### src/rtl/intc_pkg.sv
// Shared types and constants for the interrupt controller.
package intc_pkg;

    typedef enum logic {
        IDLE    = 1'b0,
        SERVICE = 1'b1
    } intc_state_t;

    localparam int unsigned DefaultNumSrc = 8;
    localparam logic [31:0] EnMaskRst     = '1;

endpackage

### src/rtl/intc_prio_enc.sv
// Combinational priority encoder: lowest set request index wins.
module intc_prio_enc
    import intc_pkg::*;
#(
    parameter int unsigned NUM_SRC = DefaultNumSrc,
    parameter int unsigned ID_W    = $clog2(NUM_SRC)
) (
    input  logic [NUM_SRC-1:0] req,
    output logic               valid,
    output logic [ID_W-1:0]    id
);

    always_comb begin
        valid = |req;
        id    = '0;
        // Scan downwards so the lowest set index is the last one written.
        for (int i = NUM_SRC - 1; i >= 0; i--) begin
            if (req[i]) begin
                id = ID_W'(i);
            end
        end
    end

endmodule

### src/rtl/int_controller.sv
// Edge-triggered, fixed-priority interrupt controller with take/return handshake.
// Define INTC_SYNC_EN to add a 2-flop synchronizer on every irq_src line.
module int_controller
    import intc_pkg::*;
#(
    parameter int unsigned NUM_SRC = DefaultNumSrc,
    parameter int unsigned ID_W    = $clog2(NUM_SRC)
) (
    input  logic               clk,
    input  logic               rst,
    input  logic [NUM_SRC-1:0] irq_src,
    input  logic               en_we,
    input  logic [NUM_SRC-1:0] en_wdata,
    input  logic               int_ack,
    input  logic               int_ret,
    output logic               interupt,
    output logic [ID_W-1:0]    int_id,
    output logic               in_service,
    output logic [NUM_SRC-1:0] pending
);

    logic [NUM_SRC-1:0] src_s;
    logic [NUM_SRC-1:0] src_q;
    logic [NUM_SRC-1:0] src_rise;
    logic [NUM_SRC-1:0] en_mask;
    logic [NUM_SRC-1:0] req;
    logic [NUM_SRC-1:0] ack_clr;
    logic               req_valid;
    logic [ID_W-1:0]    req_id;
    logic               take;
    intc_state_t        state;

`ifdef INTC_SYNC_EN
    logic [NUM_SRC-1:0] sync_q1;
    logic [NUM_SRC-1:0] sync_q2;

    always_ff @(posedge clk or negedge rst) begin
        if (!rst) begin
            sync_q1 <= '0;
            sync_q2 <= '0;
        end else begin
            sync_q1 <= irq_src;
            sync_q2 <= sync_q1;
        end
    end

    assign src_s = sync_q2;
`else
    assign src_s = irq_src;
`endif

    assign src_rise = src_s & ~src_q;
    assign req      = pending & en_mask;
    assign take     = (state == IDLE) && interupt && int_ack;
    assign ack_clr  = take ? ({{(NUM_SRC-1){1'b0}}, 1'b1} << int_id) : '0;

    intc_prio_enc #(
        .NUM_SRC (NUM_SRC),
        .ID_W    (ID_W)
    ) u_prio_enc (
        .req   (req),
        .valid (req_valid),
        .id    (req_id)
    );

    // A new edge on the acked source wins over its clear.
    always_ff @(posedge clk or negedge rst) begin
        if (!rst) begin
            src_q   <= '0;
            pending <= '0;
            en_mask <= EnMaskRst[NUM_SRC-1:0];
        end else begin
            src_q   <= src_s;
            pending <= (pending & ~ack_clr) | src_rise;
            if (en_we) begin
                en_mask <= en_wdata;
            end
        end
    end

    always_ff @(posedge clk or negedge rst) begin
        if (!rst) begin
            state      <= IDLE;
            interupt   <= 1'b0;
            int_id     <= '0;
            in_service <= 1'b0;
        end else begin
            unique case (state)
                IDLE: begin
                    if (interupt) begin
                        if (int_ack) begin
                            interupt   <= 1'b0;
                            in_service <= 1'b1;
                            state      <= SERVICE;
                        end else if (!en_mask[int_id]) begin
                            // Captured source got masked: withdraw and re-arbitrate.
                            interupt <= 1'b0;
                        end
                    end else if (req_valid) begin
                        interupt <= 1'b1;
                        int_id   <= req_id;
                    end
                end
                SERVICE: begin
                    if (int_ret) begin
                        in_service <= 1'b0;
                        state      <= IDLE;
                    end
                end
                default: state <= IDLE;
            endcase
        end
    end

endmodule

### config.mk
export PLATFORM = sky130hd
export DESIGN_NAME = int_controller
export DESIGN_NICKNAME = d
export VERILOG_FILES = /design/src/rtl/intc_pkg.sv /design/src/rtl/intc_prio_enc.sv /design/src/rtl/int_controller.sv
export SDC_FILE = /design/constraint.sdc
export NUM_CORES = 1
export LEC_CHECK = 0
export CAP_MARGIN = 20
export CORE_ASPECT_RATIO = 1.1
export CORE_MARGIN = 10
export CORE_UTILIZATION = 50
export DETAILED_ROUTE_END_ITERATION = 7
export PLACE_DENSITY_LB_ADDON = 0.3
export REMOVE_ABC_BUFFERS = 1
export SYNTH_ARGS = -nofsm -noshare
export SYNTH_HDL_FRONTEND = slang
export SYNTH_SLANG_ARGS = --single-unit
### constraint.sdc
create_clock -name clk -period 2.2 [get_ports clk]
set_input_delay 0.66 -clock clk [delete_from_list [all_inputs] [get_ports clk]]
set_output_delay 0.66 -clock clk [all_outputs]
set_load 0.02 [all_outputs]
Yosys cells after proc, flatten, opt, wreduce, memory -nomap -nowiden
Cells that the tools add are included.
Widths: inputs -> output; s select.
{"block": "classes", "n_addsub": 0, "multipliers": 0, "n_div": 0, "magnitude_cmp": 1, "eq_ne": 3, "n_shift": 1, "muxes": 23, "bitwise_logic": 8, "reduce_logical": 5}
{"op": "$and 8x8->8", "count": 3}
{"op": "$mux 3", "count": 8}
{"op": "$not 8->8", "count": 2}
{"op": "$mux 1", "count": 11}
{"op": "$mux 8", "count": 1}
{"op": "$or 8x8->8", "count": 1}
{"op": "$reduce_or 8->1", "count": 1}
{"op": "$shl 1x3->8 const A", "count": 1}
{"op": "$ne 2x2->1 const B", "count": 3}
{"op": "$reduce_and 3->1", "count": 2}
{"op": "$lt 3x4->1 const B", "count": 1}
{"op": "$pmux 1 s2", "count": 2}
{"op": "$bmux 1 s3", "count": 1}
{"op": "$logic_and 1x1->1", "count": 2}
{"op": "$not 1->1", "count": 2}
{"block": "totals", "register_bits": 30, "latch_bits": 0, "ramBits": 0, "rom_bits": 0, "in_bits": 21, "output_inout_bits": 13, "word_cells": 48, "n_memories": 0}

Longest topological paths before layout
{"block": "depth", "depth_word": 9, "ltp_mapped": 5, "ltp_nobuf": 4}

Hierarchy
Synthesis repeated with hierarchy kept, for this count alone.
{"block": "unflattened", "hier_cells": 110, "hier_area_um2": 1340.0}
{"mod": "int_controller", "instances": 1, "cells_per_inst": 97, "area_per_inst_um2": 1258.7, "seq_area_each_um2": 760.7}
{"mod": "intc_prio_enc", "instances": 1, "cells_per_inst": 13, "area_per_inst_um2": 81.3, "seq_area_each_um2": 0.0}

Least setup slack after synthesis
No wires, ideal clock.
{"block": "synth_timing", "path_kind": "reg2reg", "startpoint": "register int_id[1]", "endpoint": "register interupt", "setup_time_ns": 0.121, "arrival_ns": 1.488, "t_required_ns": 2.079, "setup_slack_ns": 0.591, "stages_incl_launch_ff": 6, "path_buffers": 1, "synth_period_minus_slack_ns": 1.609, "cell_sequence": "dfrtp_1 buf_6 mux4_1 mux2i_1 o21bai_1 a22o_1"}
{"block": "synth_between", "elab_chain_len": 5}
{"element": "start, declared", "line_no": "int_controller.sv:17", "source": "output logic [ID_W-1:0] int_id,"}
{"element": "start signal, assigned", "line_no": "int_controller.sv:101", "source": "int_id <= req_id;"}
{"element": "$bmux 1 s3", "line_no": "int_controller.sv:95", "source": "end else if (!en_mask[int_id]) begin"}
{"element": "$mux 1 (not written as such)", "line_no": "int_controller.sv:95"}
{"element": "$mux 1", "line_no": "int_controller.sv:95"}
{"element": "$mux 1", "line_no": "int_controller.sv:91", "source": "if (int_ack) begin"}
{"element": "$mux 1", "line_no": "int_controller.sv:90", "source": "if (interupt) begin"}
{"element": "end signal, assigned", "line_no": "int_controller.sv:92", "source": "interupt <= 1'b0;"}
{"element": "end signal, assigned", "line_no": "int_controller.sv:97", "source": "interupt <= 1'b0;"}
{"element": "end signal, assigned", "line_no": "int_controller.sv:100", "source": "interupt <= 1'b1;"}
{"element": "end, declared", "line_no": "int_controller.sv:16", "source": "output logic interupt,"}
No other way between the ends. The select of a mux whose other input is x is not followed.
A chain may end at the register's enable or synchronous reset.

Worst setup path in the final report
{"block": "layout_timing", "startpoint": "register int_id[0]", "endpoint": "output port int_id[0]"}
No word-level cell between the ends.

==> run_results.csv <==
group,metric,value,unit
synth,netlist_instances,103,
setup_path,cp_data_required_time,1540,ps
layout,layout.area.seq,762,um2
run,cap_viol_max_count,0,
die,fp.dieArea,4920,um2
setup_path,path_class,"register to output pin",
synth,synth-simple-area-share,0.0578,
layout,areaGrowthSynthToFinish,34.3,%
placed_design,dpl_cell_area,1630,um2
routing,wl,2.91,mm
layout,finalNonFillerCells,175,
layout,drive_above_1_share,0.181,
setup_path,critPathMaxFanout,8,
synth,yosysMostFrequentCell,"dfrtp_1",
synth,ys_warn_count,0,
global_route,grtUsageTotal,0.133,
clock_network,clockBufferDepth,2,
clock_network,cts_tree,"built",
synth,ys_top_cells_by_count,"22 x dfrtp_1, 16 x o21ai_0, 10 x inv_1",
synth,seq_area_frac_synth,0.606,
synth,synth-seq-cells,30,
hold_path,hold_class,"register to register",
die,row_count,19,
routing,route.detailed.drc,0,
setup_path,cp.arrival,1430,ps
timing,timing.final.crit_share,0.948,
global_route,grt-ovfl-total,0,
global_route,grt_pass1_vias,1052,
synth,synth.area.mux_share,0.129,
synth,yosys.cell_types.count,25,
synth,synth_compound_area_frac,0.165,
pwr,power.total,1.82,mW
outcome,status,"finished, final reports clean",
layout,fillers,182,
clock_network,postCtsSetupRepairBufs,0,
die,die_w,67.8,um
clock_network,cts_hold_buffers,0,
timing,tightest_slew,371,ps
pwr,ir_worst_vdd,0.630,mV
timing,clock_skew,5.06,ps
clock_network,cts_root_buffer,"clkbuf_4",
placed_design,routabilityCongestion,0.922,
setup_path,path_cells,"clkdlybuf4s50_1",
synth,synthArstFlopShare,1.00,
timing,tns,0,ps
pwr,power_density,1080,nW/um2
synth,synthAdderAreaFrac,0,
routing,first_pass_iters,4,
routing,drtAntennaViolNets,0,
placed_design,dp_cells,167,
clock_network,cts_buffers,5,
die,initial_core_util,0.513,
layout,antennaDiodeCount,0,
clock_network,clk_pin_slew_worst_paths,90,ps
routing,drt-initial-drc-count,35,
routing,vias,975,
routing,routedWlPerCell,16.6,um
synth,synth-edff-count,0,
setup_path,startpoint_type,"register",
timing,drv_slew,0,
die,pin_count,34,
synth,synth_xor_area_frac,0,
layout,multi_input_area,443,um2
timing,rsz0062_at_grt,"false",
layout,num-nets-final,164,
synth,syn_avg_cell_area,12.2,um2
synth,synth_top_family_by_area,"compound AO/OA/AOI/OAI gates",
die,core-area,2450,um2
placed_design,dp_hpwl,2.21,mm
timing,finalCriticalPeriod,2090,ps
clock_network,cts_sinks,30,
layout,stdcell_area,1690,um2
synth,yosys.area.top_type,"dfrtp_1",
placed_design,port_buffers,33,
global_route,grt_max_degree,31,
synth,syn_area,1260,um2
timing,setup_violations,0,
pwr,leakage,0.708,nW
clock_network,insertion_delay,330,ps
setup_path,crit_slowest_cell,"clkdlybuf4s50_1",
synth,ys_top_cells_by_area,"dfrtp_1 44%, dfstp_2 17%, mux2_2 7.2%",
setup_path,crit_family,"buffers and inverters",
setup_path,crit_buf_inv,1,
timing,finalHoldViolCount,0,
routing,via_per_inst,5.57,
setup_path,setup.worst_path.end_class,"output pin",
timing,max_freq,479,MHz
timing,max-slew-margin-rel,0.752,
clock_network,htreeDepth,2,
setup_path,crit_path_max_incr_delay,630,ps
global_route,antenna_found_initial,0,
global_route,grt_pass1_wl,4.94,mm
synth,synth_top_cell_area_share,0.438,
synth,synth_ff_type,"dfrtp_1",
die,die_y,72.6,um
==> stage by stage <==
step / hold WS, ps / util / setup WS (ps)
2_1_floorplan: 364 / - / 588
3_3_place_gp: 403 / 0.664 / 139
3_5_place_dp: 411 / 0.664 / 79.6
4_1_cts: 419 / 0.688 / 2.06
5_1_grt: 426 / 0.689 / 58.5
6_report: 419 / 0.689 / 114
==> power by group <==
part	switching (mW)	total (mW)	leakage (nW)	internal (mW)
registers	0.139	0.817	0.321	0.678
logic	0.326	0.671	0.352	0.345
clock network	0.180	0.335	0.0353	0.154
total	0.645	1.82	0.708	1.18
==> cell families (layout without fill, tap and decap cells) <==
kind of cell / count (synthesis) / after routing
AO/OA/AOI/OAI: 34 / 34
flip-flops: 30 / 30
AND/OR/NAND/NOR: 15 / 15
multiplexers: 12 / 12
buffers and inverters: 12 / 53
==> worst paths after layout <==
check | cells past startpoint | end | startpoint | slack [ps]
worst min-delay path | 1 | pending[0] | src_q[0] | 420
worst min register to register | 1 | pending[0] | src_q[0] | 420
max in group asynchronous | 2 | en_mask[7] | rst | 1180
worst max-delay path | 1 | int_id[0] | int_id[0] | 110
worst max register to register | 5 | interupt | int_id[1] | 560
min in group asynchronous | 2 | pending[5] | rst | 700
==> cells in the final DEF, fill, tap and decap left out <==
cell	count
dfstp_2	8
o31ai_1	2
o21ai_0	16
a22o_1	1
clkbuf_8	1
clkbuf_1	1
a21oi_1	5
a22oi_1	4
nand4b_1	1
a41o_1	1
a32oi_1	2
o22ai_1	1
dfrtp_2	1
nand2b_1	1
dfrtp_1	21
mux2_2	8
mux4_1	2
clkdlybuf4s50_1	33
clkbuf_4	5
or3_1	1
clkinv_2	1
a21boi_0	1
o21bai_1	1
buf_4	2
inv_1	10
nand4_1	1
nor2_1	1
nand2_1	9
or2b_1	1
mux2i_1	2
==> cell type report <==
cell class              instances  area share
repair buffers                 35       0.205
clock buffers                   7      0.0326
clock inverters                 1     0.00297
well taps                      31      0.0230
flip-flops and latches         30       0.452
multi-input cells              61       0.263
inverters                      10      0.0223
==> sequential cells by signal, indices dropped and copies added, names as in the netlist <==
signal / cells
en_mask: 8
in_service: 1
int_id: 3
interupt: 1
pending: 8
src_q: 8
state: 1
==> worst register-to-register path, cell delays in order, from the launching register on <==
cell	delay (ps)
dfrtp_1	370
buf_4	170
mux4_1	550
mux2i_1	180
o21bai_1	90
a22o_1	170
==> layer usage <==
metal / share of wire / track usage / routed length [um]
met1: 0.38 / 0.143 / 1100
met2: 0.49 / 0.205 / 1430
met3: 0.10 / 0.0707 / 305
met4: 0.025 / 0.0738 / 74
met5: 0 / 0 / 0
==> timing repair <==
| action | 4_1_cts | 5_1_grt |
|---|---|---|
| setup endpoints to repair | 0 | 1 |
| endpoints found under the hold margin | 0 | 0 |
| resized for setup | 0 | 1 |
Note: power is estimated with default switching activity, not from simulation.
==> patch: new RTL, config.mk and constraints unchanged <==
Change the package constant `DefaultNumSrc` from 8 to 4.
--- a/src/rtl/intc_pkg.sv
+++ b/src/rtl/intc_pkg.sv
@@ -8,3 +8,3 @@
 
-    localparam int unsigned DefaultNumSrc = 8;
+    localparam int unsigned DefaultNumSrc = 4;
     localparam logic [31:0] EnMaskRst     = '1;
Interface: changed (resized en_wdata, int_id, irq_src and pending); port bits go from 34 to 21. No check against the original RTL was run, so the function may have changed too.
==> patch against the unedited design <==
  * Non-clock buffer count fell by 14
  * Synthesized area fell by 44%
  * Worst setup slack improved by 1.6 ps
  * Total power fell by 39%
  * Count of clock-buffer cells in the layout fell by 3
  * Final area fell by 44%
  * Sequential cell count fell by 13
  * Routed wire length fell by 48%
  * Highest routed layer unchanged
==> patch: results (changes against the unedited design) <==
metric,value,unit,change
run status,completed,,
Setup Skew,6.26,ps,+1.20 ps
H-tree levels,1,,-1
post-synthesis sequential area ratio,61.2,%,+0.65 points
top flop regs,"en_mask: 4 flops, pending: 4 flops, src_q: 4 flops",,
Post-DP HPWL,1200,um,-46%
GR Util All Layers,9.72,%,-3.6 points
initial DRC count,7,,-80%
Critical Path Max Stage Delay,660,ps,+30 ps
total number of vias,543,,-44%
Cells after DPL,98,,-41%
met2 usage,16.0,%,-4.5 points
Metal-1 WL,612,um,-44%
final RePlAce weighted congestion,0.733,,-21%
dpl ws,320,ps,+241 ps
global-route wire length before repair,2590,um,-47%
CTS Buf Count,3,,-2
routed wl met3,92,um,-70%
Seq area share,45.2,%,about the same
final non-filler cell area,952,um^2,-44%
fraction of layout cells with a size suffix above 1,16.3,%,-1.8 points
Placed Area,926,um^2,-43%
DRT Wirelength,1500,um,-48%
distinct cell type count after synthesis,19,,-24%
bufs w/o clock,21,,-40%
Post-synth top cells,"dfrtp_1, nand2_1, o21ai_0",,
Clock Latency Late Sink,280,ps,-50 ps
peak supply drop,710,uV,+13%
met1 usage in global routing,10.8,%,-3.5 points
Non-clk invs,5,,-5
Post-Synthesis Cells,62,,-40%
met3 GRT Util,4.08,%,-3.0 points
#MultiIn Comb,39,,-36%
multi-input gate share of total cell area,26.1,%,-0.11 points
Slew Limit Headroom,83.0,%,+7.8 points
NumNets Final,100,,-39%
"top cells by area, synth","dfrtp_1, dfstp_2, mux2_2",,
number of buffers added on ports,20,,-39%
Filler cells,97,,-47%
drt wl/cell,14.7,um,-11%
[patch: worst paths after layout]
| check | from | end | slack (ps) |
|---|---|---|---|
| setup / recovery | int_id[0] | int_id[0] | 120 |
| hold / removal | src_q[0] | pending[0] | 420 |
| setup reg to reg | en_mask[1] | int_id[0] | 910 |
| hold reg to reg | src_q[0] | pending[0] | 420 |
| max in group asynchronous | rst | en_mask[0] | 1260 |
| min in group asynchronous | rst | interupt | 690 |
[patch: cell families after synthesis]
family	Yosys count	share of synthesized area [%]
AO/OA/AOI/OAI	15	12.5
AND/OR/NAND/NOR	17	11.4
flip-flops	17	61.2
multiplexers	7	11.6
buffers and inverters	6	3.38
[patch: power by group]
group / internal (W) / switching [W] / total (W)
sequential: 0.000404 / 0.000104 / 0.000507
combinational: 0.000239 / 0.000211 / 0.000450
clock: 0.0000702 / 0.0000883 / 0.000159
total: 0.000713 / 0.000403 / 0.00112
